## config.mk

```make
export PLATFORM = sky130hd
export DESIGN_NAME = onoc_token_client
export DESIGN_NICKNAME = d
export VERILOG_FILES = /design/src/rtl/onoc_token_client.sv
export SDC_FILE = /design/constraint.sdc
export NUM_CORES = 1
export LEC_CHECK = 0
export CAP_MARGIN = 15
export CORE_MARGIN = 1.5
export CORE_UTILIZATION = 52
export CTS_CLUSTER_SIZE = 30
export DETAILED_ROUTE_END_ITERATION = 6
export PLACE_DENSITY = 0.77
export SLEW_MARGIN = 20
export SYNTH_ARGS = -nofsm -noshare
export SYNTH_HDL_FRONTEND = slang
export SYNTH_SLANG_ARGS = --single-unit
```

## constraint.sdc

```tcl
create_clock -name clk -period 5.5 [get_ports clk]
set_input_delay 1.65 -clock clk [delete_from_list [all_inputs] [get_ports clk]]
set_output_delay 1.65 -clock clk [all_outputs]
set_load 0.01 [all_outputs]
```

## src/rtl/onoc_token_client.sv

```systemverilog
`default_nettype none
// +----------------------------------------------------------------------+
// | onoc_token_client: per-node ONoC transmit agent (FIFO + token FSM)   |
// | Rev 1.0                                                              |
// +----------------------------------------------------------------------+
module onoc_token_client #(
   parameter int DATA_W    = 32,
   parameter int DEPTH     = 8,
   parameter int MAX_BURST = 4
) (
   input  logic                     clk,
   input  logic                     rst,
   input  logic                     in_valid,
   input  logic [DATA_W-1:0]        in_data,
   output logic                     in_ready,
   input  logic                     grant,
   output logic                     request,
   output logic                     done,
   output logic                     tx_valid,
   output logic [DATA_W-1:0]        tx_data,
   input  logic                     tx_ready,
   output logic [$clog2(DEPTH):0]   occupancy
);

   localparam int AW = $clog2(DEPTH);
   localparam int CW = $clog2(MAX_BURST + 1);
   localparam logic [CW-1:0] BURST_LAST = CW'(MAX_BURST - 1);
   localparam logic [CW-1:0] BURST_MAX  = CW'(MAX_BURST);
   localparam logic [AW:0]   OCC_ONE    = (AW+1)'(1);

   typedef enum logic [1:0] {
      IDLE    = 2'd0,
      TX      = 2'd1,
      RELEASE = 2'd2
   } state_t;

   state_t              state_q, state_d;
   logic [AW:0]         wr_ptr_q, wr_ptr_d;
   logic [AW:0]         rd_ptr_q, rd_ptr_d;
   logic [CW-1:0]       cnt_q, cnt_d;
   logic [DATA_W-1:0]   mem_q [DEPTH];
   logic [DATA_W-1:0]   mem_d [DEPTH];

   logic full, empty, enq, deq, drain;

   // Extra pointer bit distinguishes full from empty when the indices match
   assign empty     = (wr_ptr_q == rd_ptr_q);
   assign full      = (wr_ptr_q[AW] != rd_ptr_q[AW]) &&
                      (wr_ptr_q[AW-1:0] == rd_ptr_q[AW-1:0]);
   assign occupancy = wr_ptr_q - rd_ptr_q;
   assign in_ready  = !full;
   assign request   = !empty;
   assign enq       = in_valid && !full;
   assign deq       = tx_valid && tx_ready;
   assign drain     = (occupancy == OCC_ONE) && !enq;
   assign tx_data   = mem_q[rd_ptr_q[AW-1:0]];

   always_comb begin
      wr_ptr_d = wr_ptr_q;
      rd_ptr_d = rd_ptr_q;
      mem_d    = mem_q;
      if (enq) begin
         mem_d[wr_ptr_q[AW-1:0]] = in_data;
         wr_ptr_d                = wr_ptr_q + 1'b1;
      end
      if (deq) begin
         rd_ptr_d = rd_ptr_q + 1'b1;
      end
   end

   always_comb begin
      state_d  = state_q;
      cnt_d    = cnt_q;
      done     = 1'b0;
      tx_valid = 1'b0;
      case (state_q)
         IDLE: begin
            if (grant) begin
               cnt_d   = '0;
               state_d = empty ? RELEASE : TX;
            end
         end
         TX: begin
            // Losing grant mid-burst withdraws the beat this very cycle
            if (!grant) begin
               state_d = IDLE;
            end else begin
               tx_valid = 1'b1;
               if (tx_ready) begin
                  if (cnt_q != BURST_MAX) begin
                     cnt_d = cnt_q + 1'b1;
                  end
                  if ((cnt_q == BURST_LAST) || drain) begin
                     state_d = RELEASE;
                  end
               end
            end
         end
         RELEASE: begin
            done    = 1'b1;
            state_d = IDLE;
         end
         default: begin
            state_d = IDLE;
         end
      endcase
   end

   always_ff @(posedge clk) begin
      if (rst) begin
         state_q  <= IDLE;
         wr_ptr_q <= '0;
         rd_ptr_q <= '0;
         cnt_q    <= '0;
      end else begin
         state_q  <= state_d;
         wr_ptr_q <= wr_ptr_d;
         rd_ptr_q <= rd_ptr_d;
         cnt_q    <= cnt_d;
      end
   end

   always_ff @(posedge clk) begin
      mem_q <= mem_d;
   end

endmodule
`default_nettype wire

```

==> out/metrics.csv, run 1 <==
metric,value,unit
Place WS,1020,ps
mapped cell area,0.0105,sq mm
Final setup viols,0,
Final Hold Fails,0,
"Reg clk slew, reported paths",60,ps
Post-synth EDFFs,256,
post-synthesis cell count,542,
Resized cells post-CTS,0,
syn nets,588,
post-route setup slack,988,ps
Ys Warns,0,
vias,5312,
cell area after layout,0.0124,sq mm
CP arrival,2860,ps
Post-Layout Cell Count,917,
CTS root buf,clkbuf_16,
Tightest Pin Transition,881,ps
First-pass DRT Iterations,5,
largest cells by area after synthesis,"edfxtp_1 73%, mux4_2 14%, nand2_1 3.7%, dfxtp_1 2.5%, ha_1 0.96%",
n_diodes,0,
antenna-violating nets left,0,
Async SR Flop Fraction,0,%
Seq cells post-synth,269,
Avg WL per Cell,22.6,microns
worst skew pair latency,520,ps
gpl congestion,0.701,
Yosys cell types,35,
Routed WL,20800,microns
worst hold slack,508,ps
via/cell ratio,5.79,
fin crit period,4510,ps
Initial DRC Count,461,
status,"finished, final reports clean",
RSZ-0062 raised after global routing,no,
Hold/Removal Path Class,reg2reg,
fin crit share,82.0,%
Synth area leader,edfxtp_1,
final slew viol count,0,
Max transition margin,41.1,%
largest net degree at the start of global routing,45,
Required @ worst endpoint,3850,ps
core area,0.0196,sq mm
CTS max path bufs,3,
Cell Rows,51,
Clock Skews,8.87,ps
share of cells above drive strength 1,19.2,%
starting density of the core,53.5,%
# DRC,0,
die area,0.0210,sq mm
gr ovfl total,0,
Fillers,1343,
"Seq/Total Area, Yosys",75.9,%
area of the multi-input gates,0.00240,sq mm
dpl hpwl,11100,microns
Sequential Area,0.00796,sq mm
Post-CTS Setup Bufs,0,
Max-Cap Viols,0,
I/O Pins,77,
Post-DP Area,0.0116,sq mm
Max rail drop VDD,0.265,mV
Die Ht,145,microns
cts bufs inserted,26,
vias in the first global route,5602,
clk sinks,269,
CP Capture Type,output pin,
crit path max fanout,32,
Setup crit start kind,flip-flop,
port buffer count,76,
highest clock rate,222,MHz
hold buffer count at CTS,0,
Global Route Usage Sum,20.0,%
Final nets,682,
PD cells,342,mW/mm^2
area share of the largest cell type after synthesis,73.4,%
Setup Crit Path Kind,reg2out,
die width,145,microns
ys flop type,edfxtp_1,
placed insts,873,
initial antenna violation count,0,
Area Growth Syn to Fin,18.4,%
P_leak,4.05,nW
first-pass GRT wire length,32000,microns
Post-Route Setup TNS,0,ps
htree depth,1,
average size of a mapped cell,19.3,sq um
CTS tree,yes,
critical path, stage by stage (launching register included):
cell             delay [ps]
dfxtp_4                 770
buf_4                   390
mux4_2                  530
nand2_1                  90
nand2_1                  70
clkdlybuf4s50_1         470
per-layer routing:
| layer | routed length [microns] | vias up | share of wire (%) | global-route usage [%] |
|---|---|---|---|---|
| met4 | 400 | 0 | 1.9 | 5.00 |
| met5 | 0 | - | 0 | 0 |
| li1 | - | 2308 | - | - |
| met3 | 1310 | 37 | 6.3 | 3.08 |
| met1 | 8200 | 2778 | 40 | 26.7 |
| met2 | 10900 | 189 | 52 | 34.8 |
cell type report:
class | instances | share of cell area (%)
Sequential cell | 269 | 64.2
Multi-Input combinational cell | 239 | 19.3
Timing Repair Buffer | 90 | 7.08
Clock buffer | 29 | 5.51
Tap cell | 265 | 2.67
Clock inverter | 15 | 0.928
Inverter | 10 | 0.303
registers in the layout (all words and copies together), names as in the netlist:
| signal | count |
|---|---|
| rd_ptr_q | 4 |
| state_q | 2 |
| cnt_q | 3 |
| mem_q | 256 |
| wr_ptr_q | 4 |
report_power, final:
part           internal, mW  switching, mW
clock network         0.975          0.696
logic                 0.125          0.128
registers              2.30         0.0209
cells in the mapped netlist (2+ instances only):
cell	number
mux2i_1	4
clkbuf_1	9
nand2b_1	4
ha_1	8
a21oi_1	4
xnor2_1	7
xor2_1	3
nand3_1	4
edfxtp_1	256
nor4_1	2
buf_4	2
dfxtp_1	13
inv_1	9
buf_1	3
buf_6	5
nor2_1	16
nor3_1	4
nand2_1	104
buf_2	5
mux4_2	64
nand4_1	2
cells in the final DEF (no fill, tap or decap), drive strengths merged, types with 2 or more instances in the layout:
master / count
nor3: 4
nand2: 104
nand3: 4
buf: 14
ha: 8
clkdlybuf4s50: 76
mux4: 64
o21ai: 2
nand2b: 4
bufinv: 2
edfxtp: 256
nor2: 16
a21oi: 4
xnor2: 7
inv: 9
nand4: 2
mux2i: 4
xor2: 3
dfxtp: 13
nor4: 2
clkinv: 13
clkbuf: 29
path summary, 6_finish.rpt:
| kind | from | endpoint | slack, ps | cells past startpoint |
|---|---|---|---|---|
| worst max register to register | rd_ptr_q[1] | mem_q[149] | 2240 | 7 |
| worst min register to register | cnt_q[1] | cnt_q[1] | 510 | 2 |
| worst max-delay path | rd_ptr_q[0] | tx_data[20] | 990 | 5 |
| worst min-delay path | cnt_q[1] | cnt_q[1] | 510 | 2 |
cells by family after synthesis:
group                    after synthesis  share of synthesized area, %
adder cells (fa/ha/maj)                9                          1.15
AO/OA/AOI/OAI                         10                         0.669
AND/OR/NAND/NOR                      142                          5.59
XOR/XNOR                              10                         0.836
flip-flops                           269                          75.9
buffers and inverters                 34                          1.71
multiplexers                          68                          14.1
metrics by stage:
stage | utilization, % | total power, mW
2_1_floorplan | - | 2.47
3_3_place_gp | 59.2 | 2.60
3_5_place_dp | 59.2 | 2.61
4_1_cts | 63.3 | 4.27
5_1_grt | 63.3 | 4.36
6_report | 63.3 | 4.24
Note: power is estimated with default switching activity, not from simulation.
==> inputs of run 2 (changes only) <==
--- a/config.mk
+++ b/config.mk
@@ -7,10 +7,10 @@
 export LEC_CHECK = 0
 export CAP_MARGIN = 15
 export CORE_MARGIN = 1.5
-export CORE_UTILIZATION = 52
+export CORE_UTILIZATION = 55
 export CTS_CLUSTER_SIZE = 30
 export DETAILED_ROUTE_END_ITERATION = 6
-export PLACE_DENSITY = 0.77
+export PLACE_DENSITY = 0.78
 export SLEW_MARGIN = 20
 export SYNTH_ARGS = -nofsm -noshare
 export SYNTH_HDL_FRONTEND = slang
==> constraint.sdc (replaced) <==
create_clock -name clk -period 4.6 [get_ports clk]
set_input_delay 1.38 -clock clk [delete_from_list [all_inputs] [get_ports clk]]
set_output_delay 1.38 -clock clk [all_outputs]
set_load 0.01 [all_outputs]
==> run 2 against run 1 <==
Effect of this change: setup slack worse by 620 ps; sequential power grew 19%; clock skew increased by 11 ps; global-route usage rose by 1.7 points; highest routed layer unchanged; routed wire length shrank 1.7%; utilization up 3.5 points; hold slack better by 12 ps; sequential share of layout area down 0.48 points; via count shrank 2.0%.
==> out/metrics.csv, run 2 (synthesis results as in run 1) <==
metric,value,unit,change
CTS tree,yes,,
highest clock rate,236,MHz,
P_int,4.09,mW,+20%
reg2reg start,rd_ptr_q[0],,
first-pass GRT wire length,32000,microns,about the same
Final nets,689,,+1.0%
reg2reg path depth,6,,-1
Hold/Removal Path Class,reg2reg,,
crit path from,rd_ptr_q[0],,
dpl hpwl,11600,microns,+4.8%
die width,141,microns,-2.7%
Post-Layout Cell Count,899,,-2.0%
combinational share of power,6.0,%,about the same
htree depth,1,,unchanged
vias in the first global route,5581,,-0.37%
GRT busiest layer,met2,,
met3 Resource Use GR,4.28,%,+1.2 points
worst hold start,cnt_q[1],,
Routed WL,20400,microns,-1.7%
vias,5205,,-2.0%
"commonest non-fill, non-tap cell in the layout",edfxtp_1,,
fin crit period,4230,ps,
Place WS,652,ps,-366 ps
cts bufs inserted,27,,+3.8%
share of cells above drive strength 1,20.7,%,+1.5 points
clk sinks,269,,unchanged
register share of total power,54.0,%,-0.6 points
gpl congestion,0.754,,+7.5%
number of flip-flops in the largest register,256,,unchanged
worst skew pair latency,530,ps,about the same
Setup crit start kind,flip-flop,,
P_leak,4.11,nW,+1.6%
Final setup viols,0,,unchanged
Die Ht,141,microns,-2.7%
First-pass DRT Iterations,4,,-1
Setup Crit Path Kind,reg2out,,
post-route setup slack,367,ps,-621 ps
# DRC,0,,unchanged
RSZ-0062 raised after global routing,no,,
placed insts,848,,-2.9%
Post-CTS Setup Bufs,0,,unchanged
Tightest Pin Transition,689,ps,-191 ps
Avg WL per Cell,22.7,microns,+0.25%
worst hold slack,521,ps,+12.5 ps
final slew viol count,0,,unchanged
worst hold endpoint,cnt_q[1],,
Max-Cap Viols,0,,unchanged
fin crit share,92.0,%,
antenna-violating nets left,0,,unchanged
via/cell ratio,5.79,,about the same
CP Capture Type,output pin,,
Post-Route Setup TNS,0,ps,unchanged
CTS max path bufs,3,,unchanged
Resized cells post-CTS,0,,unchanged
core area,0.0187,sq mm,-4.5%
FF-to-FF End,mem_q[81],,
hold buffer count at CTS,0,,unchanged
Initial DRC Count,377,,-18%
hold path depth,2,,unchanged
PD cells,410,mW/mm^2,+20%
starting density of the core,56.0,%,+2.5 points
Max transition margin,53.9,%,+13 points
die area,0.0199,sq mm,-5.3%
gr ovfl total,0,,unchanged
CTS root buf,clkbuf_16,,
Final Hold Fails,0,,unchanged
most frequent cells in the layout,"256 x edfxtp_1, 104 x nand2_1, 76 x clkdlybuf4s50_1",,
met2 usage,36.9,%,+2.1 points
top flop regs,"mem_q (256), rd_ptr_q (4), wr_ptr_q (4)",,
port buffer count,76,,unchanged
CP arrival,2850,ps,about the same
status,"finished, final reports clean",,
Area Growth Syn to Fin,19.3,%,
Max rail drop VDD,0.414,mV,+56%
Cell Rows,50,,-2.0%
"Reg clk slew, reported paths",60,ps,about the same
Required @ worst endpoint,3220,ps,-630 ps
largest net degree at the start of global routing,34,,-24%
Clk pwr share,40.0,%,+0.6 points
Psw,1.04,mW,+23%
Clock Skews,20.0,ps,+11.2 ps
I/O Pins,77,,unchanged
register bank with the most flops,mem_q,,
initial antenna violation count,2,,+2
switch share,20.2,%,+0.28 points
Reg2Reg Setup Slack,1670,ps,-570 ps
met1 GRT Util,28.9,%,+2.2 points
crit path max fanout,28,,-13%
overall power,5.13,mW,+21%
Global Route Usage Sum,21.7,%,+1.7 points
run 2: cell count changes in the layout (fill, tap and decap cells not counted), sizes merged:
cell,delta
diode,+2
clkbuf,+5
buf,+6
clkinv,-1
inv,+1
run 2: metal layers:
metal	routed length [microns]	vias to the layer above
met5	0	-
met4	391	0
met3	1500	29
met2	10500	186
met1	8030	2653
li1	-	2337
run 2: stage by stage:
stage	instance area [sq um]	utilization [%]
finish	12500	66.8
global placement	11700	62.3
global route	12500	66.8
floorplan	10500	-
CTS	12500	66.8
detailed placement	11700	62.3
run 2: cell type report:
type / instances / area [sq um]
Sequential cell: 269 / 7960
Fill cell: 1195 / 6210
Multi-Input combinational cell: 239 / 2410
Timing Repair Buffer: 96 / 961
Clock buffer: 34 / 702
Tap cell: 234 / 293
Clock inverter: 15 / 133
Inverter: 10 / 37.5
Antenna cell: 2 / 5.00
run 2: worst max-delay path by stage:
stage,endpoint,cells past startpoint
3_5_place_dp,tx_valid,4
4_1_cts,tx_data[3],5
2_1_floorplan,mem_q[192],8
5_1_grt,tx_data[2],5
3_3_place_gp,tx_valid,4
6_report,tx_data[3],5
run 2: power by group through the flow:
stage	clock network (mW)	logic, mW	registers, mW
final	2.05	0.307	2.77
after global routing	2.18	0.331	2.77
after CTS	2.10	0.311	2.77
after detailed placement	0	0.309	2.82
after global placement	0	0.301	2.81
after floorplan	0	0.145	2.81
run 2: worst max-delay path, cell delays in order, from the launching register on:
cell and delay, ps:
dfxtp_4 720, buf_4 380, mux4_2 560, nand2_1 100, nand2_1 80, clkdlybuf4s50_1 480
==> inputs of run 3 (changes only) <==
--- a/config.mk
+++ b/config.mk
@@ -5,7 +5,7 @@
 export SDC_FILE = /design/constraint.sdc
 export NUM_CORES = 1
 export LEC_CHECK = 0
-export CAP_MARGIN = 15
+export CAP_MARGIN = 10
 export CORE_MARGIN = 1.5
 export CORE_UTILIZATION = 55
 export CTS_CLUSTER_SIZE = 30
==> results of run 3 <==
Same layout as run 2: the final DEF is identical, and so are final timing and power.
